File: src/rtl/speed_pkg.sv
// Shared types and range constants for the sample-rate speed command sequencer.
package speed_pkg;

   typedef enum logic [1:0] {
      NOP  = 2'b00,
      UP   = 2'b01,
      DOWN = 2'b10,
      RST  = 2'b11
   } speed_op_t;

   typedef enum logic [1:0] {
      INIT,
      IDLE,
      PULSE,
      GAP
   } speed_state_t;

   localparam logic [31:0] DEFAULT_HC = 32'd1227;
   localparam logic [31:0] STEP       = 32'd5;
   localparam logic [31:0] MIN_HC     = 32'd627;
   localparam logic [31:0] MAX_HC     = 32'd2427;

endpackage

File: src/rtl/speed_cmd_sequencer_btn_repeat.sv
// One raw pushbutton: 2-flop synchronizer, registered rising-edge detect and auto-repeat timer.
module btn_repeat #(
   parameter bit          REPEAT_EN    = 1'b1,
   parameter int unsigned REPEAT_DELAY = 25_000_000,
   parameter int unsigned REPEAT_RATE  = 5_000_000
) (
   input  logic clk,
   input  logic reset,
   input  logic btn,
   input  logic rep_allow,
   output logic held,
   output logic rise,
   output logic rep
);

   logic        sync1_q, sync2_q, prev_q;
   logic [31:0] cnt_q, cnt_d;

   always_ff @(posedge clk or posedge reset) begin
      if (reset) begin
         sync1_q <= 1'b0;
         sync2_q <= 1'b0;
         prev_q  <= 1'b0;
         cnt_q   <= '0;
      end else begin
         sync1_q <= btn;
         sync2_q <= sync1_q;
         prev_q  <= sync2_q;
         cnt_q   <= cnt_d;
      end
   end

   assign held = sync2_q;
   assign rise = sync2_q & ~prev_q;

   // After the initial delay the counter is rewound so later ticks come every REPEAT_RATE.
   always_comb begin
      rep   = 1'b0;
      cnt_d = cnt_q;
      if (!REPEAT_EN || !sync2_q || !rep_allow) begin
         cnt_d = '0;
      end else if (cnt_q == 32'(REPEAT_DELAY - 1)) begin
         rep   = 1'b1;
         cnt_d = 32'(REPEAT_DELAY - REPEAT_RATE);
      end else begin
         cnt_d = cnt_q + 32'd1;
      end
   end

endmodule

File: src/rtl/speed_cmd_sequencer.sv
// Merges buttons and a command port into spaced, range-clamped speedUp/speedDown/speedReset
// pulses while keeping a shadow copy of the speed register's half-cycle count.
module speed_cmd_sequencer
   import speed_pkg::*;
#(
   parameter int unsigned REPEAT_DELAY = 25_000_000,
   parameter int unsigned REPEAT_RATE  = 5_000_000
) (
   input  logic        clk,
   input  logic        reset,
   input  logic        btn_up,
   input  logic        btn_down,
   input  logic        btn_reset,
   input  logic        cmd_valid,
   input  logic [1:0]  cmd_op,
   output logic        cmd_ready,
   output logic        speedUp,
   output logic        speedDown,
   output logic        speedReset,
   output logic [31:0] hc_shadow,
   output logic        at_min,
   output logic        at_max
);

   speed_state_t state_q, state_d;
   speed_op_t    op_q, op_d;
   logic         pend_up_q, pend_down_q, pend_rst_q;
   logic         clr_up, clr_down, clr_rst;
   logic         set_up, set_down, set_rst;
   logic [31:0]  hc_q, hc_d;
   logic         up_held, up_rise, up_rep;
   logic         dn_held, dn_rise, dn_rep;
   logic         rst_held, rst_rise, rst_rep;
   logic         up_ok, down_ok;
   logic         unused_rst;

   btn_repeat #(
      .REPEAT_EN(1'b1), .REPEAT_DELAY(REPEAT_DELAY), .REPEAT_RATE(REPEAT_RATE)
   ) u_btn_up (
      .clk(clk), .reset(reset), .btn(btn_up), .rep_allow(~dn_held),
      .held(up_held), .rise(up_rise), .rep(up_rep)
   );

   btn_repeat #(
      .REPEAT_EN(1'b1), .REPEAT_DELAY(REPEAT_DELAY), .REPEAT_RATE(REPEAT_RATE)
   ) u_btn_down (
      .clk(clk), .reset(reset), .btn(btn_down), .rep_allow(~up_held),
      .held(dn_held), .rise(dn_rise), .rep(dn_rep)
   );

   btn_repeat #(
      .REPEAT_EN(1'b0), .REPEAT_DELAY(REPEAT_DELAY), .REPEAT_RATE(REPEAT_RATE)
   ) u_btn_reset (
      .clk(clk), .reset(reset), .btn(btn_reset), .rep_allow(1'b0),
      .held(rst_held), .rise(rst_rise), .rep(rst_rep)
   );

   assign unused_rst = rst_held ^ rst_rep;

   // Opposing edges in the same cycle cancel; repeat ticks never coincide (one button held).
   assign set_up   = (up_rise & ~dn_rise) | up_rep;
   assign set_down = (dn_rise & ~up_rise) | dn_rep;
   assign set_rst  = rst_rise;

   assign up_ok   = hc_q >= (MIN_HC + STEP);
   assign down_ok = hc_q <= (MAX_HC - STEP);

   always_ff @(posedge clk or posedge reset) begin
      if (reset) begin
         state_q     <= INIT;
         op_q        <= NOP;
         pend_up_q   <= 1'b0;
         pend_down_q <= 1'b0;
         pend_rst_q  <= 1'b0;
         hc_q        <= DEFAULT_HC;
      end else begin
         state_q     <= state_d;
         op_q        <= op_d;
         pend_up_q   <= (pend_up_q & ~clr_up) | set_up;
         pend_down_q <= (pend_down_q & ~clr_down) | set_down;
         pend_rst_q  <= (pend_rst_q & ~clr_rst) | set_rst;
         hc_q        <= hc_d;
      end
   end

   always_comb begin
      state_d   = state_q;
      op_d      = op_q;
      hc_d      = hc_q;
      clr_up    = 1'b0;
      clr_down  = 1'b0;
      clr_rst   = 1'b0;
      cmd_ready = 1'b0;
      unique case (state_q)
         // The power-on speedReset is emitted through PULSE so outputs stay low under reset.
         INIT: begin
            op_d    = RST;
            state_d = PULSE;
         end
         IDLE: begin
            if (pend_rst_q) begin
               clr_rst = 1'b1;
               op_d    = RST;
               state_d = PULSE;
            end else if (pend_up_q) begin
               clr_up = 1'b1;
               if (up_ok) begin
                  op_d    = UP;
                  state_d = PULSE;
               end
            end else if (pend_down_q) begin
               clr_down = 1'b1;
               if (down_ok) begin
                  op_d    = DOWN;
                  state_d = PULSE;
               end
            end else begin
               cmd_ready = 1'b1;
               if (cmd_valid) begin
                  unique case (speed_op_t'(cmd_op))
                     UP:   if (up_ok) begin op_d = UP; state_d = PULSE; end
                     DOWN: if (down_ok) begin op_d = DOWN; state_d = PULSE; end
                     RST:  begin op_d = RST; state_d = PULSE; end
                     NOP:  ;
                  endcase
               end
            end
         end
         PULSE: begin
            state_d = GAP;
            unique case (op_q)
               UP:   hc_d = hc_q - STEP;
               DOWN: hc_d = hc_q + STEP;
               RST:  hc_d = DEFAULT_HC;
               NOP:  ;
            endcase
         end
         GAP: state_d = IDLE;
      endcase
   end

   assign speedUp    = (state_q == PULSE) && (op_q == UP);
   assign speedDown  = (state_q == PULSE) && (op_q == DOWN);
   assign speedReset = (state_q == PULSE) && (op_q == RST);
   assign hc_shadow  = hc_q;
   assign at_min     = hc_q == MIN_HC;
   assign at_max     = hc_q == MAX_HC;

endmodule

File: config.mk
export PLATFORM = sky130hd
export DESIGN_NAME = speed_cmd_sequencer
export DESIGN_NICKNAME = d
export VERILOG_FILES = /design/src/rtl/speed_pkg.sv /design/src/rtl/speed_cmd_sequencer_btn_repeat.sv /design/src/rtl/speed_cmd_sequencer.sv
export SDC_FILE = /design/constraint.sdc
export NUM_CORES = 1
export LEC_CHECK = 0
export CORE_MARGIN = 4
export CORE_UTILIZATION = 39
export DETAILED_ROUTE_END_ITERATION = 10
export PLACE_DENSITY = 0.63
export SLEW_MARGIN = 25
export SYNTH_ARGS = -nofsm -noshare
export SYNTH_HDL_FRONTEND = slang
export SYNTH_SLANG_ARGS = --single-unit
export TNS_END_PERCENT = 20
File: constraint.sdc
create_clock -name clk -period 3.9 [get_ports clk]
set_input_delay 0.78 -clock clk [delete_from_list [all_inputs] [get_ports clk]]
set_output_delay 0.78 -clock clk [all_outputs]
set_load 0.05 [all_outputs]
==> reports/results.ini, run 1 <==
[finish]
diodes = 0
fin_nets = 826
drive_above_1_share = 0.0608
postLayoutCoreUtil = 0.462
area.growth.synth_to_final_pct = 15.1
fill_cells = 1643

[worst_setup_path]
crit_top_cell = nor4_1
crit_arrival_ns = 2.83
r2r-end = hc_shadow[31]
slowest_delay_ns = 0.84
path_max_fanout = 4
cp_cell_sequence = nor4_1 > nand4_1 > nor4_1 > clkdlybuf4s50_1
critical_path_required_ns = 3.12
endpoint_kind = primary output
crit_family = simple AND/OR/NAND/NOR gates
reg2reg_from = op_q[1]
slowest_stage = clkdlybuf4s50_1
cp-start-kind = flip-flop
startpoint = hc_shadow[30]
path_buf_inv = 1
rr_worst_depth = 12
r2r_slack_ns = 0.68
critPathKind = reg2out

[drt]
ant_nets = 0
vias_per_cell = 5.30
drt-initial-drc-count = 300
post_drt_wl_per_cell_microns = 15.1
vias = 5357
wl_microns = 15300
drc = 0
first_pass_iters = 4

[synthesis]
synth_top_family_by_area = simple AND/OR/NAND/NOR gates
synth_top_cell_by_area = dfrtp_1
synthAdderAreaFrac = 0.0626
netlist_instances = 741
yosys_most_used_dff = dfrtp_1
synth-xor-area-share = 0.106
seq_area_frac_synth = 0.418
synth_most_common_cell = dfrtp_1
syn_area_per_cell_sq_um = 9.07
synth_edf_count = 0
ys_top_cells_by_count = 106 x dfrtp_1, 97 x nor2_1, 74 x nand2_1, 48 x xor2_1, 47 x a21oi_1
synthTopCellsByArea = dfrtp_1 39%, xor2_1 6.3%, ha_1 6.0%, nor2_1 5.4%, xnor2_1 4.3%
ys_ff_latch = 112
yosys.area_share.simple = 0.235
syn-num-nets = 782
yosysWarnings = 0
synth_mux_area_frac = 0.00633
synth.distinct_cells = 65
synthArstFlopShare = 1.00
syn_area_sq_um = 6720
synth-compound-area-share = 0.150
synth_top_area_share = 0.395

[power_and_ir_drop]
power.density_nw_per_um2 = 832
p_switching_w = 0.00302
p_leak_nw = 3.24
power_frac_comb = 0.617
sw_frac_of_total = 0.469
p_seq_frac = 0.237
peakVddDrop_mv = 0.459
p_clk_frac = 0.145
internal_power_w = 0.00342

[timing]
tightest_slew_ns = 0.922
fin_crit_ns = 3.61
slew_headroom = 0.385
fin_tns_setup_ns = 0
rsz0062_at_grt = false
clock-skew-final_ns = 0.00768
fin_crit_sh = 0.925
maxSlewViolCount = 0
max_freq_mhz = 277
finalSetupViolations = 0
finalHoldViolations = 0

[die]
die_area_sq_um = 19400
die_w_microns = 139
fp.dieH_microns = 139
rows = 47
io_pins = 46
core_area_sq_um = 16800
start_util = 0.401

[cts]
clk_path_buf_depth = 2
htree_num_levels = 3
post_cts_resize_count = 0
postCtsSetupBuffers = 0
insertion_delay_ns = 0.36
cts_hold_buf = 0
root_buffer = clkbuf_16
cts_made_buffers = 9
cts_sinks = 112
cts_tree = yes
clk_pin_slew_worst_paths_ns = 0.08

[place]
port-buffer-count = 45
hpwlAfterDp_microns = 11200
gp_congestion = 0.805

[global_route]
grt_overflow = 0
antenna_found_initial = 0
grt_pass1_wl_microns = 26800
grt_usage = 0.165
grt_pass1_vias = 5351
grt_max_degree = 57

[min_path]
holdPathStages = 0
min_from = u_btn_down.sync1_q
hold_path.class = reg2reg
holdPathEnd = u_btn_down.held

[run]
maxCapViolCount = 0

[status]
status = finished, final reports clean

==> sequential cells by signal (all words and copies together) (netlist names) <==
name and cells:
state_q 2, u_btn_down.sync1_q 1, u_btn_up.prev_q 1, pend_rst_q 1, u_btn_up.sync1_q 1, op_q 2
u_btn_up.held 1, pend_down_q 1, u_btn_reset.held 1, u_btn_reset.sync1_q 1, hc_shadow 32, u_btn_reset.prev_q 1
u_btn_down.cnt_q 32, u_btn_up.cnt_q 32, u_btn_down.held 1, u_btn_down.prev_q 1, pend_up_q 1
==> cells by family (layout without fill, tap and decap cells) <==
kind of cell	after synthesis	in the layout
muxes	4	4
and+or+nand+nor	318	318
buffers and inverters	36	85
xor gates and xnor gates	81	81
AOI/OAI and AO/OA	157	157
adders and majority gates	33	33
DFF	112	112
==> cells in the final DEF, fill, tap and decap left out, drive strengths merged, types with 7 or more instances in the layout <==
cell type / netlist / final
a21oi: 48 / 48
nand2b: 9 / 9
nor4: 19 / 19
nor3: 9 / 9
ha: 32 / 32
inv: 17 / 20
dfrtp: 106 / 106
xor2: 48 / 48
nand3: 39 / 39
and4: 7 / 7
nor2b: 7 / 7
nand2: 74 / 74
clkdlybuf4s50: 0 / 44
or3: 8 / 8
nor2: 97 / 97
xnor2: 33 / 33
o21ai: 46 / 46
and3: 10 / 10
a21o: 17 / 17
o21bai: 9 / 9
buf: 4 / 8
clkbuf: 15 / 10
nand4: 18 / 18
==> worst max-delay path by stage <==
stage                     to  cells after the start
2_1_floorplan  hc_shadow[11]                      1
3_3_place_gp          at_max                      4
3_5_place_dp   hc_shadow[31]                     12
4_1_cts               at_max                      4
5_1_grt               at_max                      4
6_report              at_max                      4
==> per-layer routing <==
layer / vias to the layer above / part of all wire / GRT usage
li1: 2724 / - / -
met1: 2553 / 0.50 / 0.233
met2: 73 / 0.45 / 0.265
met3: 7 / 0.037 / 0.0357
met4: 0 / 0.0072 / 0.0288
met5: - / 0 / 0
==> stage by stage <==
stage / total power, W / area [sq um] / std cells / setup WS [ns] / hold slack [ns]
after floorplan: 0.00460 / 6730 / 741 / 0.171 / 0.331
after global placement: 0.00551 / 7430 / 994 / 0.751 / 0.333
after detailed placement: 0.00552 / 7440 / 994 / 0.670 / 0.337
after CTS: 0.00649 / 7740 / 1010 / 0.266 / 0.355
after global routing: 0.00694 / 7740 / 1010 / 0.196 / 0.383
final: 0.00644 / 7740 / 1010 / 0.291 / 0.356
==> cell type report <==
| type | count | area (sq um) | share of cell area |
|---|---|---|---|
| Clock buffer | 10 | 239 | 0.0309 |
| Clock inverter | 6 | 58.8 | 0.00760 |
| Inverter | 17 | 66.3 | 0.00857 |
| Multi-Input combinational cell | 593 | 3770 | 0.488 |
| Sequential cell | 112 | 2810 | 0.363 |
| Tap cell | 220 | 275 | 0.0356 |
| Timing Repair Buffer | 52 | 513 | 0.0663 |
==> worst register-to-register path: stages (launching register included) <==
cell and delay [ns]:
dfrtp_1 0.38, nand2b_1 0.07, buf_4 0.37, inv_1 0.09
ha_1 0.35, o211ai_1 0.16, o211ai_4 0.23, a21oi_4 0.10
a221oi_2 0.39, nor4_4 0.09, o31ai_2 0.34, mux2_1 0.36
a22o_1 0.17
==> power groups by stage <==
stage / registers, W / clock network [W] / logic, W
after floorplan: 0.00188 / 0 / 0.00272
after global placement: 0.00154 / 0 / 0.00396
after detailed placement: 0.00155 / 0 / 0.00397
after CTS: 0.00153 / 0.000969 / 0.00399
after global routing: 0.00156 / 0.00101 / 0.00437
final: 0.00153 / 0.000937 / 0.00398
Power figures use the tool's default switching activity.
==> run 2: changes to the inputs <==
CORE_ASPECT_RATIO = 0.5   (was default)
==> run 2 against run 1 <==
  * Critical path depth increased by 1
  * Non-clock buffer count decreased by 2
  * Fmax increased by 1.1%
  * Register-to-register slack got worse by 0.34 ns
  * First-iteration DRC count shrank 14%
  * Wire length fell by 3.1%
  * Critical endpoint unchanged
  * Highest routed layer unchanged
==> reports/results.ini, run 2 (synthesis results as in run 1) <==
[finish]
layout_common_cells = 106 x dfrtp_1, 97 x nor2_1, 74 x nand2_1, 48 x xor2_1, 47 x a21oi_1
area.growth.synth_to_final_pct = 15.6
mostFrequentLayoutCell = dfrtp_1
diodes = 0
fin_nets = 824
drive_above_1_share = 0.0571

[timing]
fin_tns_setup_ns = 0
finalSetupViolations = 0
clock-skew-final_ns = 0.00933
fin_hold_ws_ns = 0.352
maxSlewViolCount = 0
rsz0062_at_grt = false
max_freq_mhz = 280
finalHoldViolations = 0
slew_headroom = 0.383
tightest_slew_ns = 0.926
fin_crit_ns = 3.57
fin_crit_sh = 0.915

[worst_setup_path]
path_buf_inv = 1
cp_cell_sequence = or4_1 > nor4_1 > nand2_1 > nor4_1 > clkdlybuf4s50_1
path_max_fanout = 4
critical_path_required_ns = 3.12
endpoint_kind = primary output
critPathKind = reg2out
cp-start-kind = flip-flop
slowest_stage = clkdlybuf4s50_1
crit_top_cell = nor4_1
crit_family = simple AND/OR/NAND/NOR gates
slowest_delay_ns = 0.85
crit_arrival_ns = 2.79

[cts]
cts_made_buffers = 9
insertion_delay_ns = 0.36
postCtsSetupBuffers = 0
cts_tree = yes
clk_pin_slew_worst_paths_ns = 0.08
cts_sinks = 112
htree_num_levels = 3
cts_hold_buf = 0
root_buffer = clkbuf_16
clk_path_buf_depth = 2
post_cts_resize_count = 0

[run]
maxCapViolCount = 0

[power_and_ir_drop]
internal_power_w = 0.00352
power.density_nw_per_um2 = 845
finalPower_w = 0.00656
power_frac_comb = 0.607
peakVddDrop_mv = 0.395
p_switching_w = 0.00304
p_seq_frac = 0.234
p_clk_frac = 0.159
sw_frac_of_total = 0.463
p_leak_nw = 3.26

[drt]
first_pass_iters = 5
vias_per_cell = 5.33
vias = 5405
drt-initial-drc-count = 258
ant_nets = 0
drc = 0
post_drt_wl_per_cell_microns = 14.6
wl_microns = 14800

[global_route]
grt_pass1_wl_microns = 25400
grt_usage = 0.156
grt_overflow = 0
antenna_found_initial = 0
grt_pass1_vias = 5186
grt_max_degree = 66

[die]
core_area_sq_um = 16600
die_w_microns = 194
rows = 33
io_pins = 46
start_util = 0.404
fp.dieH_microns = 101
die_area_sq_um = 19500

[place]
hpwlAfterDp_microns = 10600
gp_congestion = 0.846
port-buffer-count = 45

[min_path]
hold_path.class = reg2reg

[status]
status = finished, final reports clean

run 2: cell count changes in the layout (fill, tap and decap cells not counted), sizes merged:
| cell | before | now |
|---|---|---|
| clkinv | 2 | 4 |
| clkbuf | 10 | 9 |
| bufinv | 0 | 2 |
| buf | 8 | 6 |
| clkinvlp | 1 | 0 |
| inv | 20 | 18 |
run 2: final timing paths:
check / from / endpoint / slack [ns] / depth (start not counted)
max: hc_shadow[14] / at_max / 0.33 / 5
min: u_btn_reset.sync1_q / u_btn_reset.held / 0.35 / 0
max reg2reg: op_q[0] / hc_shadow[31] / 0.34 / 11
min reg2reg: u_btn_reset.sync1_q / u_btn_reset.held / 0.35 / 0
max in group asynchronous: reset / hc_shadow[7] / 2.17 / 3
min in group asynchronous: reset / u_btn_up.cnt_q[13] / 0.94 / 2
run 2: metrics by stage:
step | cells | util | setup WS, ns | cell area (sq um)
floorplan | 741 | - | 0.171 | 6730
global placement | 999 | 0.446 | 0.444 | 7430
detailed placement | 999 | 0.446 | 0.357 | 7430
CTS | 1015 | 0.467 | 0.309 | 7770
global route | 1015 | 0.467 | 0.0897 | 7770
finish | 1015 | 0.467 | 0.331 | 7770
run 2: worst register-to-register path: stages (launching register included):
cell and delay, ns:
dfrtp_1 0.47, nand2b_1 0.62, inv_1 0.11, ha_1 0.38, o211ai_1 0.16, o211ai_4 0.25, a21oi_4 0.10, a221oi_2 0.40
nor4_4 0.10, o31ai_2 0.34, mux2_1 0.36, a22o_1 0.17
run 2: cell type report:
cell class / count / area [sq um]
flip-flops and latches: 112 / 2810
fillers: 1597 / 8870
clock buffers: 9 / 225
inverters: 17 / 66.3
clock inverters: 7 / 115
repair buffers: 50 / 498
well taps: 227 / 284
multi-input cells: 593 / 3770
run 2: layer usage:
layer / GRT usage / up-vias / share of wire
met3: 0.0290 / 12 / 0.030
met1: 0.212 / 2589 / 0.50
met5: 0 / - / 0
li1: - / 2725 / -
met2: 0.259 / 79 / 0.46
met4: 0.0424 / 0 / 0.011
run 2: power by group through the flow:
stage                     clock network [W]  logic [W]  registers [W]
after global placement                    0    0.00393        0.00156
after floorplan                           0    0.00272        0.00188
after global routing                0.00112    0.00438        0.00157
after CTS                           0.00107    0.00397        0.00154
after detailed placement                  0    0.00394        0.00156
final                               0.00104    0.00398        0.00154
==> run 3: changes to the inputs <==
CAP_MARGIN = 30   (was default)
==> run 3 against run 2 <==
  * Final cell count up 0.20%
  * Non-clock buffer count increased by 2
  * Critical path depth did not move
  * Sequential share of layout area decreased by 0.12 points
  * Utilization up 0.16 points
  * Fmax up 0.20%
  * Largest cell class unchanged
  * Largest power group unchanged
==> reports/results.ini, run 3 (synthesis results as in run 1) <==
[finish]
fin_nets = 826
layout_common_cells = 106 x dfrtp_1, 97 x nor2_1, 74 x nand2_1, 48 x xor2_1, 47 x a21oi_1
diodes = 0
mostFrequentLayoutCell = dfrtp_1
area.growth.synth_to_final_pct = 16.0
drive_above_1_share = 0.0595
stdcell_count = 1017
postLayoutCoreUtil = 0.468
fill_cells = 1594
postLayoutCellArea_sq_um = 7790

[global_route]
grt_overflow = 0
grt_usage = 0.156
grt_max_degree = 66
antenna_found_initial = 0
grt_pass1_vias = 5186
grt_pass1_wl_microns = 25400

[power_and_ir_drop]
peakVddDrop_mv = 0.393
p_leak_nw = 3.27
power.density_nw_per_um2 = 841

[worst_setup_path]
critPathKind = reg2out
cp_cell_sequence = or4_1 > nor4_1 > nand2_1 > nor4_1 > clkdlybuf4s50_1
slowest_stage = clkdlybuf4s50_1
endpoint_kind = primary output
slowest_delay_ns = 0.85
path_buf_inv = 1
critical_path_required_ns = 3.12
r2r-end = hc_shadow[31]
r2r_slack_ns = 0.36
rr_worst_depth = 11
crit_top_cell = nor4_1
reg2reg_from = op_q[0]
crit_arrival_ns = 2.78
crit_family = simple AND/OR/NAND/NOR gates
cp-start-kind = flip-flop
path_max_fanout = 4

[timing]
fin_tns_setup_ns = 0
slew_headroom = 0.455
finalSetupViolations = 0
maxSlewViolCount = 0
rsz0062_at_grt = false
clock-skew-final_ns = 0.00985
fin_crit_ns = 3.56
fin_crit_sh = 0.913
finalHoldViolations = 0
max_freq_mhz = 281
tightest_slew_ns = 0.817

[die]
io_pins = 46
core_area_sq_um = 16600
fp.dieH_microns = 101
start_util = 0.404
rows = 33
die_w_microns = 194
die_area_sq_um = 19500

[min_path]
holdPathEnd = u_btn_reset.held
holdPathStages = 0
min_from = u_btn_reset.sync1_q
hold_path.class = reg2reg

[cts]
cts_tree = yes
insertion_delay_ns = 0.36
root_buffer = clkbuf_16
clk_pin_slew_worst_paths_ns = 0.08
cts_hold_buf = 0
htree_num_levels = 3
postCtsSetupBuffers = 0
cts_sinks = 112
clk_path_buf_depth = 2
post_cts_resize_count = 0
cts_made_buffers = 9

[place]
hpwlAfterDp_microns = 10600
dpl-instance-area_sq_um = 7430
gp_congestion = 0.846
port-buffer-count = 45
dp.cells = 999

[drt]
wl_microns = 14800
ant_nets = 0
vias = 5372
post_drt_wl_per_cell_microns = 14.5
drc = 0
drt-initial-drc-count = 220
first_pass_iters = 4
vias_per_cell = 5.28

[status]
status = finished, final reports clean

[run]
maxCapViolCount = 0

-- run 3: changes by cell type in the layout (fill, tap and decap cells not counted), sizes merged --
cell  before  now
buf        6    8
-- run 3: layout make-up --
class	count	area [sq um]	area share
multi-input cells	593	3770	0.484
flip-flops and latches	112	2810	0.361
repair buffers	52	524	0.0673
well taps	227	284	0.0364
clock buffers	9	225	0.0289
clock inverters	7	115	0.0148
inverters	17	66.3	0.00851
-- run 3: how the worst max path moves through the flow --
stage                       start            end  slack [ns]  cells after the start
floorplan                   reset  hc_shadow[11]        0.17                      1
global placement          op_q[0]  hc_shadow[31]        0.44                     11
detailed placement        op_q[0]  hc_shadow[31]        0.36                     11
CTS                 hc_shadow[31]         at_max        0.31                      4
global route              op_q[0]  hc_shadow[31]        0.09                     10
finish              hc_shadow[14]         at_max        0.34                      5
-- run 3: metal layers --
| metal | vias to the layer above | GRT usage | routed length, microns |
|---|---|---|---|
| met4 | 0 | 0.0424 | 159 |
| met3 | 12 | 0.0290 | 530 |
| met5 | - | 0 | 0 |
| met1 | 2560 | 0.212 | 7280 |
| li1 | 2725 | - | - |
| met2 | 75 | 0.259 | 6810 |
-- run 3: power by group --
| part | switching (W) | internal, W |
|---|---|---|
| Combinational | 0.00236 | 0.00162 |
| Sequential | 0.000210 | 0.00133 |
| Clock | 0.000464 | 0.000577 |
-- run 3: worst reg2reg max path, delay by kind of cell (launching register included) --
family / cells / cell delay, ns
AO/OA/AOI/OAI: 6 / 1.41
adder cells (fa/ha/maj): 1 / 0.38
buffers and inverters: 1 / 0.11
flip-flops: 1 / 0.47
multiplexers: 1 / 0.36
AND/OR/NAND/NOR: 2 / 0.71
-- run 3: per-stage QoR --
step	hold WS [ns]	setup slack (ns)	total power, W
3_3_place_gp	0.335	0.444	0.00549
4_1_cts	0.355	0.309	0.00658
2_1_floorplan	0.331	0.171	0.00460
3_5_place_dp	0.337	0.357	0.00550
5_1_grt	0.372	0.0897	0.00708
6_report	0.352	0.338	0.00656
==> edit 1 (config.mk and constraints of run 2) <==
Make the reset (`reset`) synchronous in 2 clocked blocks.
--- a/src/rtl/speed_cmd_sequencer_btn_repeat.sv
+++ b/src/rtl/speed_cmd_sequencer_btn_repeat.sv
@@ -17,5 +17,5 @@
    logic [31:0] cnt_q, cnt_d;
 
-   always_ff @(posedge clk or posedge reset) begin
+   always_ff @(posedge clk) begin
       if (reset) begin
          sync1_q <= 1'b0;
--- a/src/rtl/speed_cmd_sequencer.sv
+++ b/src/rtl/speed_cmd_sequencer.sv
@@ -66,5 +66,5 @@
    assign down_ok = hc_q <= (MAX_HC - STEP);
 
-   always_ff @(posedge clk or posedge reset) begin
+   always_ff @(posedge clk) begin
       if (reset) begin
          state_q     <= INIT;
Check against the original RTL: differs if reset is asserted again (counterexample within 4 cycles, from zero or initial values and one cycle with reset high); with reset held inactive, the same outputs for 10 cycles.
==> edit 1 against run 2 <==
Synthesized cell count rose by 3.8%. Hold slack improved by 0.088 ns. Non-clock buffer count rose by 3. Wire length rose by 4.7%. Design area fell by 4.8%. Setup slack got worse by 0.11 ns. Fmax fell by 3.0%. Sequential cell count did not move. Area after synthesis fell by 4.7%. Critical path type unchanged.
Power is not compared: it rests on default switching activity, and its combinational part moved more than twofold at a synthesized area within 25%.
==> edit 1: results (changes against run 2) <==
* R2r startpoint: op_q[0]$_SDFFE_PP0P_ (was op_q[0]$_DFFE_PP0P_)
* CP max stage delay at 0.80 ns (was 0.85 ns)
* Multiplexer share of the synthesized area at 0.4688% (was 0.6331%)
* Synth Cell Area at 0.006406 mm^2 (was 0.006719 mm^2)
* Vias in the first global route at 5199 (was 5186)
* Share of layout cells above drive strength 1 at 6.042% (was 5.711%)
* Status: finished clean (unchanged)
* Avg Inst Size Synth at 8.330 um^2 (was 9.067 um^2)
* Sink of the worst hold path: u_btn_reset.held$_SDFF_PP0_ (was u_btn_reset.held$_DFF_PP0_)
* Bufs w/o clock at 53 (was 50)
* Worst Hold Path Cells at 1 (was 0)
* Gpl congestion at 0.9204 (was 0.8461)
* Post-DP HPWL at 11390 um (was 10580 um)
* Critical Path AT at 2.90 ns (was 2.79 ns)
* Worst R2R End: hc_shadow[24]$_SDFFE_PP0P_ (was hc_shadow[31]$_DFFE_PP0P_)
* Routed WL per cell at 15.00 um (was 14.57 um)
* Cells after DPL at 1018 (was 999)
* Layout clock area frac at 4.129% (was 4.381%)
* Dpl cell area at 0.007083 mm^2 (was 0.007428 mm^2)
* Area grow syn2layout at 15.43% (was 15.62%)
* Overall routing resource usage at 16.88% (was 15.57%)
* Capture point of the critical path: at_min (was at_max)
* Seq_cells at 112 (unchanged)
* Flop2flop setup slack at 0.52 ns (was 0.34 ns)
* Most instantiated cells after synthesis: dfxtp_1 (112), nor2_1 (106), nand2_1 (63) (was dfrtp_1 (106), nor2_1 (97), nand2_1 (74))
* Adder-cell share of the synthesized area at 6.563% (was 6.257%)
* Main synth FF type: dfxtp_1 (was dfrtp_1)
edit 1: changes by cell type after synthesis, moves of 7 or more:
cell / run 2 / this run
nor2_1: 97 / 106
nand4_1: 18 / 25
a21oi_1: 47 / 38
o21ai_0: 21 / 34
dfxtp_1: 0 / 112
nand2_1: 74 / 63
xnor2_1: 33 / 21
dfrtp_1: 106 / 0
nor2b_1: 7 / 14
nand3_1: 39 / 28
o21ai_1: 25 / 4
a22oi_1: 1 / 8
edit 1: power by group:
group          switching [W]  internal (W)  total [W]  leakage, nW
clock               0.000425      0.000546   0.000971        0.151
sequential          0.000102       0.00121    0.00132        0.908
combinational        0.00109      0.000675    0.00177         1.63
total                0.00162       0.00243    0.00405         2.69
edit 1: per-layer routing:
layer  global-route usage (%)  vias up  routed length (um)
li1                         -     2863                   -
met3                    4.883       18                 652
met5                        0        -                   0
met1                    22.39     2614                7671
met4                    4.333        0                 208
met2                    27.26       89                6946
==> edit 2 (settings of run 2) <==
Made on the original files. The package constant `MAX_HC` goes from 32'd2427 to 32'd2048.
--- a/src/rtl/speed_pkg.sv
+++ b/src/rtl/speed_pkg.sv
@@ -19,5 +19,5 @@
    localparam logic [31:0] STEP       = 32'd5;
    localparam logic [31:0] MIN_HC     = 32'd627;
-   localparam logic [31:0] MAX_HC     = 32'd2427;
+   localparam logic [31:0] MAX_HC     = 32'd2048;
 
 endpackage
Formal check against the unedited RTL: same outputs for any inputs over 10 cycles, from zero or initial values and one cycle with reset high; that may be too few to reach the edited logic, so the function may still have changed.
==> edit 2 against run 2 <==
Combinational power rose by 15%. Sequential cell count did not move. Wire length fell by 1.7%. Die area fell by 3.1%. Power rose by 8.7%. Synthesized cell count fell by 5.7%. Largest power group unchanged. Design area fell by 2.1%. Area after synthesis fell by 3.3%. Core utilization fell by 0.18 points. Largest cell class unchanged. Setup slack got worse by 0.14 ns.
==> edit 2: results (changes against run 2) <==
* Status: finished clean (unchanged)
* Post-DP HPWL at 10360 um (was 10580 um)
* Vias per cell at 5.330 (was 5.325)
* Routed wire length at 14530 um (was 14780 um)
* Peak VDD IR at 0.0004516 V (was 0.0003950 V)
* Pre-CTS setup slack at 0.1876 ns (was 0.3569 ns)
* Capture point of the critical path: at_min (was at_max)
* Gpl congestion at 0.9165 (was 0.8461)
* Vias in the first global route at 5158 (was 5186)
* Beginning of the critical path: hc_shadow[30]$_DFFE_PP0P_ (was hc_shadow[14]$_DFFE_PP0P_)
* Overall routing resource usage at 16.11% (was 15.57%)
* Asr flop ratio synth at 100.0% (unchanged)
* Synthesized Nets at 740 (was 782)
* Largest net degree at the start of global routing at 61 (was 66)
* Nets at 789 (was 824)
* Clk_skew at 0.01125 ns (was 0.009332 ns)
* Switching Share at 46.85% (was 46.30%)
* Distinct cells, synth at 57 (was 65)
* Leak pwr at 3.268 nW (was 3.257 nW)
* Critical path's slowest cell: clkdlybuf4s50_1 (unchanged)
* Tightest Pin Transition at 0.9642 ns (was 0.9262 ns)
* Depth of the worst register-to-register path at 13 (was 11)
* Share of layout cells above drive strength 1 at 6.109% (was 5.711%)
* Filler Cell Count at 1557 (was 1597)
* Most instantiated cells after synthesis: dfrtp_1 (106), nor2_1 (98), a21oi_1 (49) (was dfrtp_1 (106), nor2_1 (97), nand2_1 (74))
[edit 2: logic make-up (layout without fill, tap and decap cells)]
family	after synthesis	count (layout)	synth area share [%]
simple gates	282	282	21.01
compound gates	154	154	16.27
flops	112	112	43.25
xor+xnor	79	79	10.65
buf+inv	38	92	2.195
fa+ha+maj	33	33	6.470
mux	1	1	0.1541
[edit 2: through the flow]
step	cells	hold slack (ns)	cell area, um^2	utilization [%]
2_1_floorplan	699	0.3312	6500	-
3_3_place_gp	964	0.3556	7267	44.44
3_5_place_dp	964	0.3478	7274	44.49
4_1_cts	980	0.3702	7591	46.43
5_1_grt	980	0.3835	7604	46.50
6_report	980	0.3654	7604	46.50
[edit 2: power by group through the flow]
stage / registers (W) / clock network, W / logic, W
after floorplan: 0.00196 / 0 / 0.00314
after global placement: 0.00160 / 0 / 0.00447
after detailed placement: 0.00160 / 0 / 0.00452
after CTS: 0.00158 / 0.000988 / 0.00455
after global routing: 0.00162 / 0.00104 / 0.00504
final: 0.00158 / 0.000958 / 0.00459
[edit 2: metal layers]
layer	global-route usage, %	wire length, um	vias to the layer above	share of wire [%]
li1	-	-	2595	-
met1	22.32	7128	2534	49
met2	25.93	6692	81	46
met3	3.471	525	13	3.6
met4	4.192	189	0	1.3
met5	0	0	-	0
[edit 2: final cells by class]
type	instances	area share, %
Multi-Input combinational cell	549	47.00
Sequential cell	112	36.96
Timing Repair Buffer	55	7.076
Tap cell	227	3.735
Clock buffer	9	2.962
Clock inverter	7	1.201
Inverter	21	1.070
[edit 2: critical path: cells and delay by family, from the launching register on]
family        cells  cell delay [ns]
buf+inv           1             0.86
flops             1             0.44
simple gates      5             1.27
[edit 2: what timing repair did]
item | CTS | global route
setup endpoints to repair | 0 | 2
buffers inserted | 0 | 0
gates resized for setup | 0 | 3
